$ cat src/rtl/move_scheduler.sv
// move_scheduler: buffers decoded key moves between the keyboard decoder and the
// game logic. Moves are issued as single-cycle pulses on move_out, with a hold-off
// enforced after each issued move. PLAY/RESET commands take priority over buffered
// directions and flush the FIFO when they are issued.
//
// Ports:
//   clk        system clock
//   rst        synchronous reset, active-high
//   key_valid  key_code is valid this cycle
//   key_code   move encoding (NONE/UP/DOWN/LEFT/RIGHT/PLAY/RESET)
//   key_ready  a direction move will be accepted this cycle (FIFO not full)
//   move_out   issued move; NONE except during the single ISSUE cycle
//   busy       issuing, holding off, FIFO non-empty or command pending
//   drop_cnt   saturating count of rejected direction moves
module move_scheduler #(
  parameter int unsigned DEPTH       = 4,
  parameter int unsigned HOLD_CYCLES = 5_000_000,
  parameter int unsigned CNT_W       = 23
) (
  input  logic       clk,
  input  logic       rst,
  input  logic       key_valid,
  input  logic [2:0] key_code,
  output logic       key_ready,
  output logic [2:0] move_out,
  output logic       busy,
  output logic [7:0] drop_cnt
);

  localparam int unsigned PtrW = (DEPTH > 1) ? $clog2(DEPTH) : 1;

  localparam logic [2:0] MvNone  = 3'd0;
  localparam logic [2:0] MvUp    = 3'd1;
  localparam logic [2:0] MvDown  = 3'd2;
  localparam logic [2:0] MvLeft  = 3'd3;
  localparam logic [2:0] MvRight = 3'd4;
  localparam logic [2:0] MvPlay  = 3'd5;
  localparam logic [2:0] MvReset = 3'd6;

  localparam logic [PtrW:0]    FullCount = DEPTH[PtrW:0];
  localparam logic [CNT_W-1:0] HoldLoad  = HOLD_CYCLES[CNT_W-1:0];

  typedef enum logic [1:0] {StIdle, StIssue, StHold} state_e;

  state_e           state_q;
  logic [CNT_W-1:0] cnt_q;
  logic [2:0]       mem_q [DEPTH];
  logic [PtrW-1:0]  wr_ptr_q;
  logic [PtrW-1:0]  rd_ptr_q;
  logic [PtrW:0]    count_q;
  logic             cmd_pend_q;
  logic [2:0]       cmd_code_q;
  logic [2:0]       move_q;
  logic [7:0]       drop_q;

  logic is_dir;
  logic is_cmd;
  logic full;
  logic flush;
  logic pop;
  logic push;
  logic drop;

  always_comb begin
    is_dir = 1'b0;
    is_cmd = 1'b0;
    if (key_valid) begin
      case (key_code)
        MvUp, MvDown, MvLeft, MvRight: is_dir = 1'b1;
        MvPlay, MvReset:               is_cmd = 1'b1;
        default:                       ;
      endcase
    end
  end

  always_comb begin
    // full comes from the registered count, so a pop never frees a slot for a same-cycle push
    full  = (count_q == FullCount);
    flush = (state_q == StIdle) && cmd_pend_q;
    pop   = (state_q == StIdle) && !cmd_pend_q && (count_q != '0);
    push  = is_dir && !full && !flush;
    drop  = is_dir && full;
  end

  always_ff @(posedge clk) begin
    if (rst) begin
      state_q    <= StIdle;
      cnt_q      <= '0;
      wr_ptr_q   <= '0;
      rd_ptr_q   <= '0;
      count_q    <= '0;
      cmd_pend_q <= 1'b0;
      cmd_code_q <= MvNone;
      move_q     <= MvNone;
      drop_q     <= '0;
    end else begin
      // FIFO storage; pointers wrap modulo DEPTH
      if (push) begin
        mem_q[wr_ptr_q] <= key_code;
        wr_ptr_q        <= wr_ptr_q + PtrW'(1);
      end
      if (flush) begin
        wr_ptr_q <= '0;
        rd_ptr_q <= '0;
        count_q  <= '0;
      end else begin
        if (pop) rd_ptr_q <= rd_ptr_q + PtrW'(1);
        case ({push, pop})
          2'b10:   count_q <= count_q + (PtrW + 1)'(1);
          2'b01:   count_q <= count_q - (PtrW + 1)'(1);
          default: ;
        endcase
      end

      // A command arriving on the edge that issues the old one becomes the new pending one
      if (is_cmd) begin
        cmd_pend_q <= 1'b1;
        cmd_code_q <= key_code;
      end else if (flush) begin
        cmd_pend_q <= 1'b0;
      end

      if (drop && (drop_q != 8'hFF)) drop_q <= drop_q + 8'd1;

      case (state_q)
        StIdle: begin
          if (cmd_pend_q) begin
            move_q  <= cmd_code_q;
            state_q <= StIssue;
          end else if (count_q != '0) begin
            move_q  <= mem_q[rd_ptr_q];
            state_q <= StIssue;
          end
        end
        StIssue: begin
          move_q <= MvNone;
          cnt_q  <= HoldLoad;
          // With a hold of 0 or 1 the single IDLE cycle already provides the spacing
          state_q <= (HOLD_CYCLES <= 1) ? StIdle : StHold;
        end
        StHold: begin
          cnt_q <= cnt_q - CNT_W'(1);
          // IDLE is entered as the counter reaches 1; that IDLE cycle is the last of the hold
          if (cmd_pend_q || (cnt_q <= CNT_W'(2))) state_q <= StIdle;
        end
        default: state_q <= StIdle;
      endcase
    end
  end

  assign key_ready = !full;
  assign move_out  = move_q;
  assign busy      = (state_q != StIdle) || (count_q != '0) || cmd_pend_q;
  assign drop_cnt  = drop_q;

endmodule

$ cat config.mk
export PLATFORM = sky130hd
export DESIGN_NAME = move_scheduler
export DESIGN_NICKNAME = d
export VERILOG_FILES = /design/src/rtl/move_scheduler.sv
export SDC_FILE = /design/constraint.sdc
export NUM_CORES = 1
export LEC_CHECK = 0
export BUFFER_PORTS_ARGS = -buffer_cell sky130_fd_sc_hd__buf_2
export CORE_ASPECT_RATIO = 1.25
export CORE_MARGIN = 2
export CORE_UTILIZATION = 55
export CTS_BUF_LIST = sky130_fd_sc_hd__clkbuf_16
export DETAILED_ROUTE_END_ITERATION = 6
export GPL_TIMING_DRIVEN = 1
export HOLD_SLACK_MARGIN = 0.06
export PLACE_DENSITY = 0.8
export SLEW_MARGIN = 20
export SYNTH_ARGS = -nofsm -noshare
export SYNTH_HDL_FRONTEND = slang
export SYNTH_SLANG_ARGS = --single-unit
$ cat constraint.sdc
create_clock -name clk -period 6.45 [get_ports clk]
set_input_delay 0.3225 -clock clk [delete_from_list [all_inputs] [get_ports clk]]
set_output_delay 0.3225 -clock clk [all_outputs]
set_load 0.01 [all_outputs]
**Yosys cells after proc, flatten, opt, wreduce, memory -nomap -nowiden**

Memories as Yosys holds them, arrays and structs flattened. A register that Yosys moved wholly into a read port is not among the register bits.
Index checks and enable logic that the tools add are counted.

- Add/subtract/negate cells: 6
- Equal/unequal tests: 14
- Divide/modulo/power cells: 0
- Multiplexer cells: 20
- $mul: 0
- Bitwise gates (word level): 0
- Shift-type cells: 0
- Reductions and logical operators: 25
- $lt $le $gt $ge: 1

Operators by type and width:

| cell | count |
|---|---|
| $pmux 23 s2 | 1 |
| $le 23x2->1 const B | 1 |
| $sub 23x1->23 const B | 1 |
| $eq 3x3->1 const B | 4 |
| $pmux 3 s2 | 2 |
| $mux 2 | 5 |
| $reduce_bool 2->1 | 5 |
| $mux 1 | 9 |
| $add 8x1->8 const B | 1 |
| $ne 8x8->1 const B | 1 |
| $logic_and 1x1->1 | 7 |
| $eq 3x2->1 const B | 2 |
| $mux 3 | 2 |
| $pmux 2 s3 | 1 |
| $add 2x1->2 const B | 2 |
| $eq 2x1->1 const B | 2 |
| $eq 2x2->1 const B | 2 |
| $reduce_and 2->1 | 2 |
| $reduce_or 2->1 | 2 |
| $reduce_or 4->1 | 1 |
| $add 3x1->3 const B | 1 |
| $eq 3x1->1 const B | 1 |
| $logic_not 1->1 | 3 |
| $logic_or 1x1->1 | 3 |
| 5 further kinds | 5 |

- Logic and storage cells: 76
- Memories kept: 1
- RAM bits: 12
- ROM bits: 0
- Bits in latches: 0
- Flip-flop bits (word level): 47

Memory list:

| name | depth | bits a word | read ports | clocked after Yosys merged registers in | wr ports | line | source |
|---|---|---|---|---|---|---|---|
| mem_q | 4 | 3 | 1 | 1 | 1 | 47 | `logic [2:0] mem_q [DEPTH];` |

**Longest topological paths before layout**

Gate-level depths: netlist of the first run.

- Depth in word-level cells: 9
- Depth in mapped cells: 9
- Mapped depth without buffers: 9

**Least setup slack after synthesis of the first run**

Ideal clock, no wire load.

- Path type: flip-flop to flip-flop
- From: register state_q[0]
- To: register count_q[2]
- Path slack: 4187 ps
- Setup time: 70 ps
- Period minus slack after synthesis: 2263 ps
- Path buffers: 0
- Stages on the path, launching flop included: 10
- Arrival: 2193 ps
- Cell sequence: dfxtp_1 inv_1 ha_1 nor3b_1 ha_1 inv_1 fa_1 xor2_1 or3_1 a21oi_1

RTL lines:

| item | line | source |
|---|---|---|
| from (decl) | 45 | `state_e state_q;` |
| from (signal assigned) | 87 | `state_q <= StIdle;` |
| from (signal assigned) | 129 | `state_q <= StIssue;` |
| from (signal assigned) | 132 | `state_q <= StIssue;` |
| $logic_not 2->1 * | 80 | `pop = (state_q == StIdle) && !cmd_pend_q && (count_q != '0);` |
| $logic_and 1x1->1 * (2 in a row) | 80 |  |
| net pop | 60 | `logic pop;` |
| $eq 2x1->1 / $eq 2x2->1 (equally long branches) | 108 | `case ({push, pop})` |
| $pmux 3 s2 / $reduce_bool 2->1 (equally long branches) | - |  |
| to (signal assigned) | 109 | `2'b10: count_q <= count_q + (PtrW + 1)'(1);` |
| to (signal assigned) | 110 | `2'b01: count_q <= count_q - (PtrW + 1)'(1);` |
| to (decl) | 50 | `logic [PtrW:0] count_q;` |

Mark *: on every way through the listed nets, which the timed path passes. The rest lies on a longest branch.
A chain may end at the register's enable or synchronous reset.

**Worst setup path in the final report of the first run**

Ends and elaborated chain as after synthesis.

==> impl_metrics.yaml, run 1 <==
run:
  timing.max_cap.violations: 0
sta:
  fmax_ghz: 0.397
  rsz0062_at_grt: "no"
  relSlewSlack: 0.605
  fin_hold_ws_ns: 0.285
  setup_ws_ns: 3.93
  min_period_ns: 2.52
  slew_violations: 0
  finalClockSkew_ns: 0.00654
  max_slew.worst_pin.slew_ns: 0.593
  fin_crit_sh: 0.390
  hold_violations: 0
  finalSetupViolCount: 0
  fin_setup_tns_ns: 0
global_routing:
  grt_pass1_wl_mm: 8.62
  grt_usage: 0.200
  overflow: 0
  grt_max_degree: 30
  antenna_found_initial: 0
  grt_pass1_vias: 1990
floorplan:
  die_y_um: 84.0
  dieArea_um2: 5710
  io_pins: 19
  die_w_um: 68.0
  core_area_um2: 5010
  initial_core_util: 0.562
  num_rows: 29
critical_path:
  rr_worst_depth: 9
  rrSetupSlack_ns: 3.93
  r2r_end: "count_q[2]$_SDFFE_PP0P_"
  cp-start-kind: "flip-flop"
  cp_slowest_stage_delay_ns: 0.41
  criticalPathCategory: "flip-flop to flip-flop"
  startpoint: "state_q[0]$_SDFFE_PP0P_"
  rr_startpoint: "state_q[0]$_SDFFE_PP0P_"
  cp_slowest_cell: "nor3b_1"
  end_kind: "flip-flop"
  worstPathRequired_ns: 6.70
  worstPathArrival_ns: 2.77
  cp_cell_sequence: "inv_1 > ha_1 > nor3b_1 > ha_1 > inv_1 > fa_1 > xor2_1 > or3_1 > a21oi_1"
  endpoint: "count_q[2]$_SDFFE_PP0P_"
  crit_fanout: 7
power:
  power.clock.fraction: 0.293
  p_int_mw: 1.02
  power_frac_seq: 0.340
  leakagePower_nw: 1.19
  switchingPower_uw: 565
  power_density_nw_per_um2: 489
  ir_drop_uv: 273
  combPwrFrac: 0.367
  switching_share: 0.357
  p_total_mw: 1.58
drt:
  route.detailed.drc: 0
  dr.pass1.iters: 4
  drtIter0Drc: 103
  finalWirelength_mm: 4.95
  vias: 2044
  drt.antenna.violating_nets: 0
  via_per_inst: 5.48
  wl_per_cell_um: 13.3
logic_synthesis:
  synth_warnings: 0
  yosysMostFrequentCell: "dfxtp_1"
  synth_top_area_frac: 0.349
  avgSynthCellArea_um2: 9.80
  yosys_most_used_dff: "dfxtp_1"
  synth_area_um2: 2810
  synthTopCellsByArea: "dfxtp_1 (35%), edfxtp_1 (13%), xnor2_1 (7.8%)"
  ys_ff_latch: 61
  synth_top_cell_by_area: "dfxtp_1"
  synthTopCellsByCount: "dfxtp_1 (49), nor2_1 (38), xnor2_1 (25), a21oi_1 (20), inv_1 (13)"
  synth_cell_types: 39
  synth-edff-count: 12
  netlist_instances: 287
  seq_area_frac_synth: 0.477
  async_reset_ff_frac: 0
  syn-num-nets: 306
placement:
  post-dp-hpwl_mm: 3.41
  port_buffers: 18
  place.gp.congestion: 0.794
  pre_cts_ws_ns: 3.96
clocking:
  cts_root_buf: "clkbuf_16"
  cts_buffers: 9
  htree_num_levels: 3
  cts_tree: "yes"
  cts_resized: 0
  holdBufCountCts: 0
  clock_path_buffers: 2
  clk_pin_slew_worst_paths_ns: 0.05
  post-cts-setup-buffers: 0
  cts.sinks: 61
  clkLatencyLatePin_ns: 0.32
finish:
  layout-drive-gt1-share: 0.148
  nets: 325
  diodes: 0
  finish.utilization: 0.645
  areaGrowthSynthToFinish_pct: 14.9
outcome:
  status: "completed"
hold_path:
  min_path_type: "input port to flip-flop"
[cell type report]
type / count / area (um^2)
Clock buffer: 9 / 225
Clock inverter: 7 / 66.3
Fill cell: 416 / 1780
Inverter: 13 / 48.8
Multi-Input combinational cell: 203 / 1380
Sequential cell: 61 / 1340
Tap cell: 62 / 77.6
Timing Repair Buffer: 18 / 90.1
[placed cells by master (no fill, tap or decap), types with 3 or more instances in the layout]
cell type,synthesis,layout
dfxtp_1,49,49
nor2_1,38,38
xnor2_1,25,25
a21oi_1,20,20
buf_2,3,18
inv_1,13,13
nand2_1,12,12
ha_1,12,12
edfxtp_1,12,12
o21ai_0,11,11
nor3_1,10,10
clkbuf_16,0,9
nand3_1,8,8
nor4_1,7,7
nand2b_1,6,6
mux2i_1,6,6
xor2_1,5,5
or3_1,4,4
and2_1,4,4
clkinv_2,0,4
nor3b_1,3,3
nand3b_1,3,3
or3_2,3,3
mux4_2,3,3
a2bb2oi_1,3,3
[kinds of logic after synthesis]
family | Yosys count | synth area share
adders and majority gates | 13 | 0.0605
and+or+nand+nor | 111 | 0.209
AOI/OAI and AO/OA | 40 | 0.0827
xor gates and xnor gates | 30 | 0.0934
DFF | 61 | 0.477
buffers and inverters | 23 | 0.0320
muxes | 9 | 0.0454
[power groups by stage]
stage               logic [mW]  registers, mW  clock network (mW)
floorplan                0.473          0.533                   0
global placement         0.560          0.540                   0
detailed placement       0.576          0.544                   0
CTS                      0.584          0.537               0.468
global route             0.660          0.549               0.483
finish                   0.580          0.537               0.464
[per-stage QoR]
| stage | std cells | cell area, um^2 |
|---|---|---|
| floorplan | 287 | 2810 |
| global placement | 357 | 2940 |
| detailed placement | 357 | 2940 |
| CTS | 373 | 3230 |
| global route | 373 | 3230 |
| finish | 373 | 3230 |
[per-layer routing]
| metal | track usage | share of wire | up-vias |
|---|---|---|---|
| li1 | - | - | 1040 |
| met1 | 0.235 | 0.45 | 960 |
| met2 | 0.320 | 0.50 | 34 |
| met3 | 0.0648 | 0.033 | 10 |
| met4 | 0.0964 | 0.019 | 0 |
| met5 | 0 | 0 | - |
[worst max-delay path: cells and delay by family, from the launching register on]
| kind | cells | cell delay, ns |
|---|---|---|
| flip-flops | 1 | 0.32 |
| buffers and inverters | 2 | 0.16 |
| AO/OA/AOI/OAI | 1 | 0.15 |
| AND/OR/NAND/NOR | 2 | 0.73 |
| adder cells (fa/ha/maj) | 3 | 0.92 |
| XOR/XNOR | 1 | 0.16 |
[registers in the layout, summed over array words and instances (netlist names), named ones only]
signal      cells
mem_q          12
wr_ptr_q        2
state_q         2
cmd_code_q      3
cmd_pend_q      1
rd_ptr_q        2
move_out        3
cnt_q          23
drop_cnt        8
count_q         3
[how the worst min path moves through the flow]
stage	from	to	cells past startpoint	slack, ns
floorplan	key_code[0]	mem_q[0][0]$_DFFE_PP_	0	0.42
global placement	cmd_code_q[2]$_SDFFE_PP0P_	cmd_code_q[2]$_SDFFE_PP0P_	2	0.44
detailed placement	cmd_code_q[2]$_SDFFE_PP0P_	cmd_code_q[2]$_SDFFE_PP0P_	2	0.46
CTS	key_code[2]	mem_q[3][2]$_DFFE_PP_	1	0.27
global route	key_code[2]	mem_q[3][2]$_DFFE_PP_	1	0.29
finish	key_code[2]	mem_q[3][2]$_DFFE_PP_	1	0.28
(Power assumes the default switching activity.)
==> inputs of run 2 (changes only) <==
Clock period 6.45 ns to 2.5 ns, I/O delays scaled along.
==> impl_metrics.yaml, run 2 (synthesized netlist as in run 1, its figures left out) <==
clocking:
  htree_num_levels: 3
  post-cts-setup-buffers: 0
  cts.sinks: 61
  cts_buffers: 9
  cts_root_buf: "clkbuf_16"
  holdBufCountCts: 0
  clkLatencyLatePin_ns: 0.33
  cts_tree: "yes"
  clk_pin_slew_worst_paths_ns: 0.05
  clock_path_buffers: 2
critical_path:
  rr_worst_depth: 9
  rrSetupSlack_ns: 0.21
  crit_fanout: 7
  worstPathArrival_ns: 2.54
  cp.depth: 9
  path_buf_inv: 2
  r2r_end: "count_q[2]$_SDFFE_PP0P_"
  cp_slowest_stage_delay_ns: 0.37
  cp-start-kind: "flip-flop"
  criticalPathCategory: "flip-flop to flip-flop"
  rr_startpoint: "state_q[1]$_SDFFE_PP0P_"
  cp_slowest_cell: "fa_1"
  end_kind: "flip-flop"
  cp_cell_sequence: "inv_1 > ha_1 > nor3b_2 > ha_1 > inv_1 > fa_1 > xor2_1 > or3_1 > a21oi_1"
  cpLargestDelayFamily: "adder cells"
  worstPathRequired_ns: 2.75
global_routing:
  overflow: 0
  grt_pass1_wl_mm: 9.21
  grt_pass1_vias: 2071
  grt_usage: 0.213
  grt_max_degree: 17
  antenna_found_initial: 0
drt:
  finalWirelength_mm: 5.18
  route.detailed.drc: 0
  dr.pass1.iters: 4
  via_per_inst: 5.52
  wl_met2_mm: 2.68
  highest_layer: "met4"
  drtIter0Drc: 130
  wl_met1_mm: 2.15
  route.met3.wl_um: 215
  drt.antenna.violating_nets: 0
  vias: 2092
  wl_per_cell_um: 13.7
sta:
  min_period_ns: 2.29
  finalSetupViolCount: 0
  fin_setup_tns_ns: 0
  slew_violations: 0
  hold_violations: 0
  relSlewSlack: 0.601
  fin_crit_sh: 0.916
  finalClockSkew_ns: 0.00759
  setup_ws_ns: 0.209
  fmax_ghz: 0.436
  max_slew.worst_pin.slew_ns: 0.598
  rsz0062_at_grt: "no"
placement:
  post-dp-hpwl_mm: 3.50
  place.gp.congestion: 0.806
  pre_cts_ws_ns: 0.167
  port_buffers: 18
finish:
  layout_common_cells: "dfxtp_1 (49), nor2_1 (38), xnor2_1 (25)"
  final_common_cell: "dfxtp_1"
  multi_input_area_um2: 1390
  fill_cells: 394
  nets: 331
  largest-register: "cnt_q"
  areaGrowthSynthToFinish_pct: 16.4
  layout-drive-gt1-share: 0.158
  largest_reg_flops: 23
  regArea_um2: 1340
  diodes: 0
floorplan:
  die_y_um: 84.0
  num_rows: 29
  initial_core_util: 0.562
  dieArea_um2: 5710
  io_pins: 19
  core_area_um2: 5010
  die_w_um: 68.0
hold_path:
  min_path_type: "input port to flip-flop"
  min_from: "key_code[2]"
  whs_path_depth: 1
  hold_path_end: "mem_q[3][2]$_DFFE_PP_"
power:
  leakagePower_nw: 1.22
  p_total_mw: 4.12
  ir_drop_uv: 862
  power_density_nw_per_um2: 1260
outcome:
  status: "completed"
run:
  timing.max_cap.violations: 0
-- run 2: cell types whose count changed in the layout (fill, tap and decap cells not counted), sizes merged --
cell	change
inv	+2
buf	+6
clkinv	-2
-- run 2: area by class of cell --
class / count / area share
Timing Repair Buffer: 24 / 0.0413
Tap cell: 62 / 0.0237
Sequential cell: 61 / 0.410
Clock buffer: 9 / 0.0688
Inverter: 13 / 0.0149
Clock inverter: 7 / 0.0180
Multi-Input combinational cell: 203 / 0.424
-- run 2: layer usage --
metal / vias to the layer above / track usage
met1: 981 / 0.265
met3: 11 / 0.0405
met4: 0 / 0.118
met2: 50 / 0.339
li1: 1050 / -
met5: - / 0
-- run 2: worst max-delay path by stage --
| stage | from | slack [ns] | to |
|---|---|---|---|
| global placement | state_q[0]$_SDFFE_PP0P_ | 0.28 | count_q[2]$_SDFFE_PP0P_ |
| floorplan | state_q[0]$_SDFFE_PP0P_ | 0.24 | count_q[2]$_SDFFE_PP0P_ |
| global route | state_q[1]$_SDFFE_PP0P_ | 0.06 | count_q[2]$_SDFFE_PP0P_ |
| detailed placement | state_q[0]$_SDFFE_PP0P_ | 0.17 | count_q[2]$_SDFFE_PP0P_ |
| CTS | state_q[0]$_SDFFE_PP0P_ | 0.15 | count_q[2]$_SDFFE_PP0P_ |
| finish | state_q[1]$_SDFFE_PP0P_ | 0.21 | count_q[2]$_SDFFE_PP0P_ |
-- run 2: what timing repair did --
action / CTS / global route
hold endpoints to repair: 0 / 0
resized for setup: 0 / 1
endpoints found under the setup margin: 0 / 1
-- run 2: through the flow --
step                std cells  hold slack [ns]  area (um^2)  utilization
finish                    379           0.0912         3270        0.654
global route              379            0.106         3270        0.654
CTS                       379           0.0845         3270        0.653
detailed placement        363            0.418         2980        0.596
global placement          363            0.407         2980        0.596
floorplan                 287            0.224         2810            -
-- run 2: worst register-to-register path: cells and delay by family (launching register included) --
kind                       cells  cell delay (ns)
xor gates and xnor gates       1             0.15
buffers and inverters          2             0.16
DFF                            1             0.32
and+or+nand+nor                2             0.56
adders and majority gates      3             0.85
AOI/OAI and AO/OA              1             0.16
-- run 2: report_power, final --
group / internal, mW / switching [mW]
Combinational: 0.702 / 0.860
Sequential: 1.21 / 0.178
Clock: 0.755 / 0.411
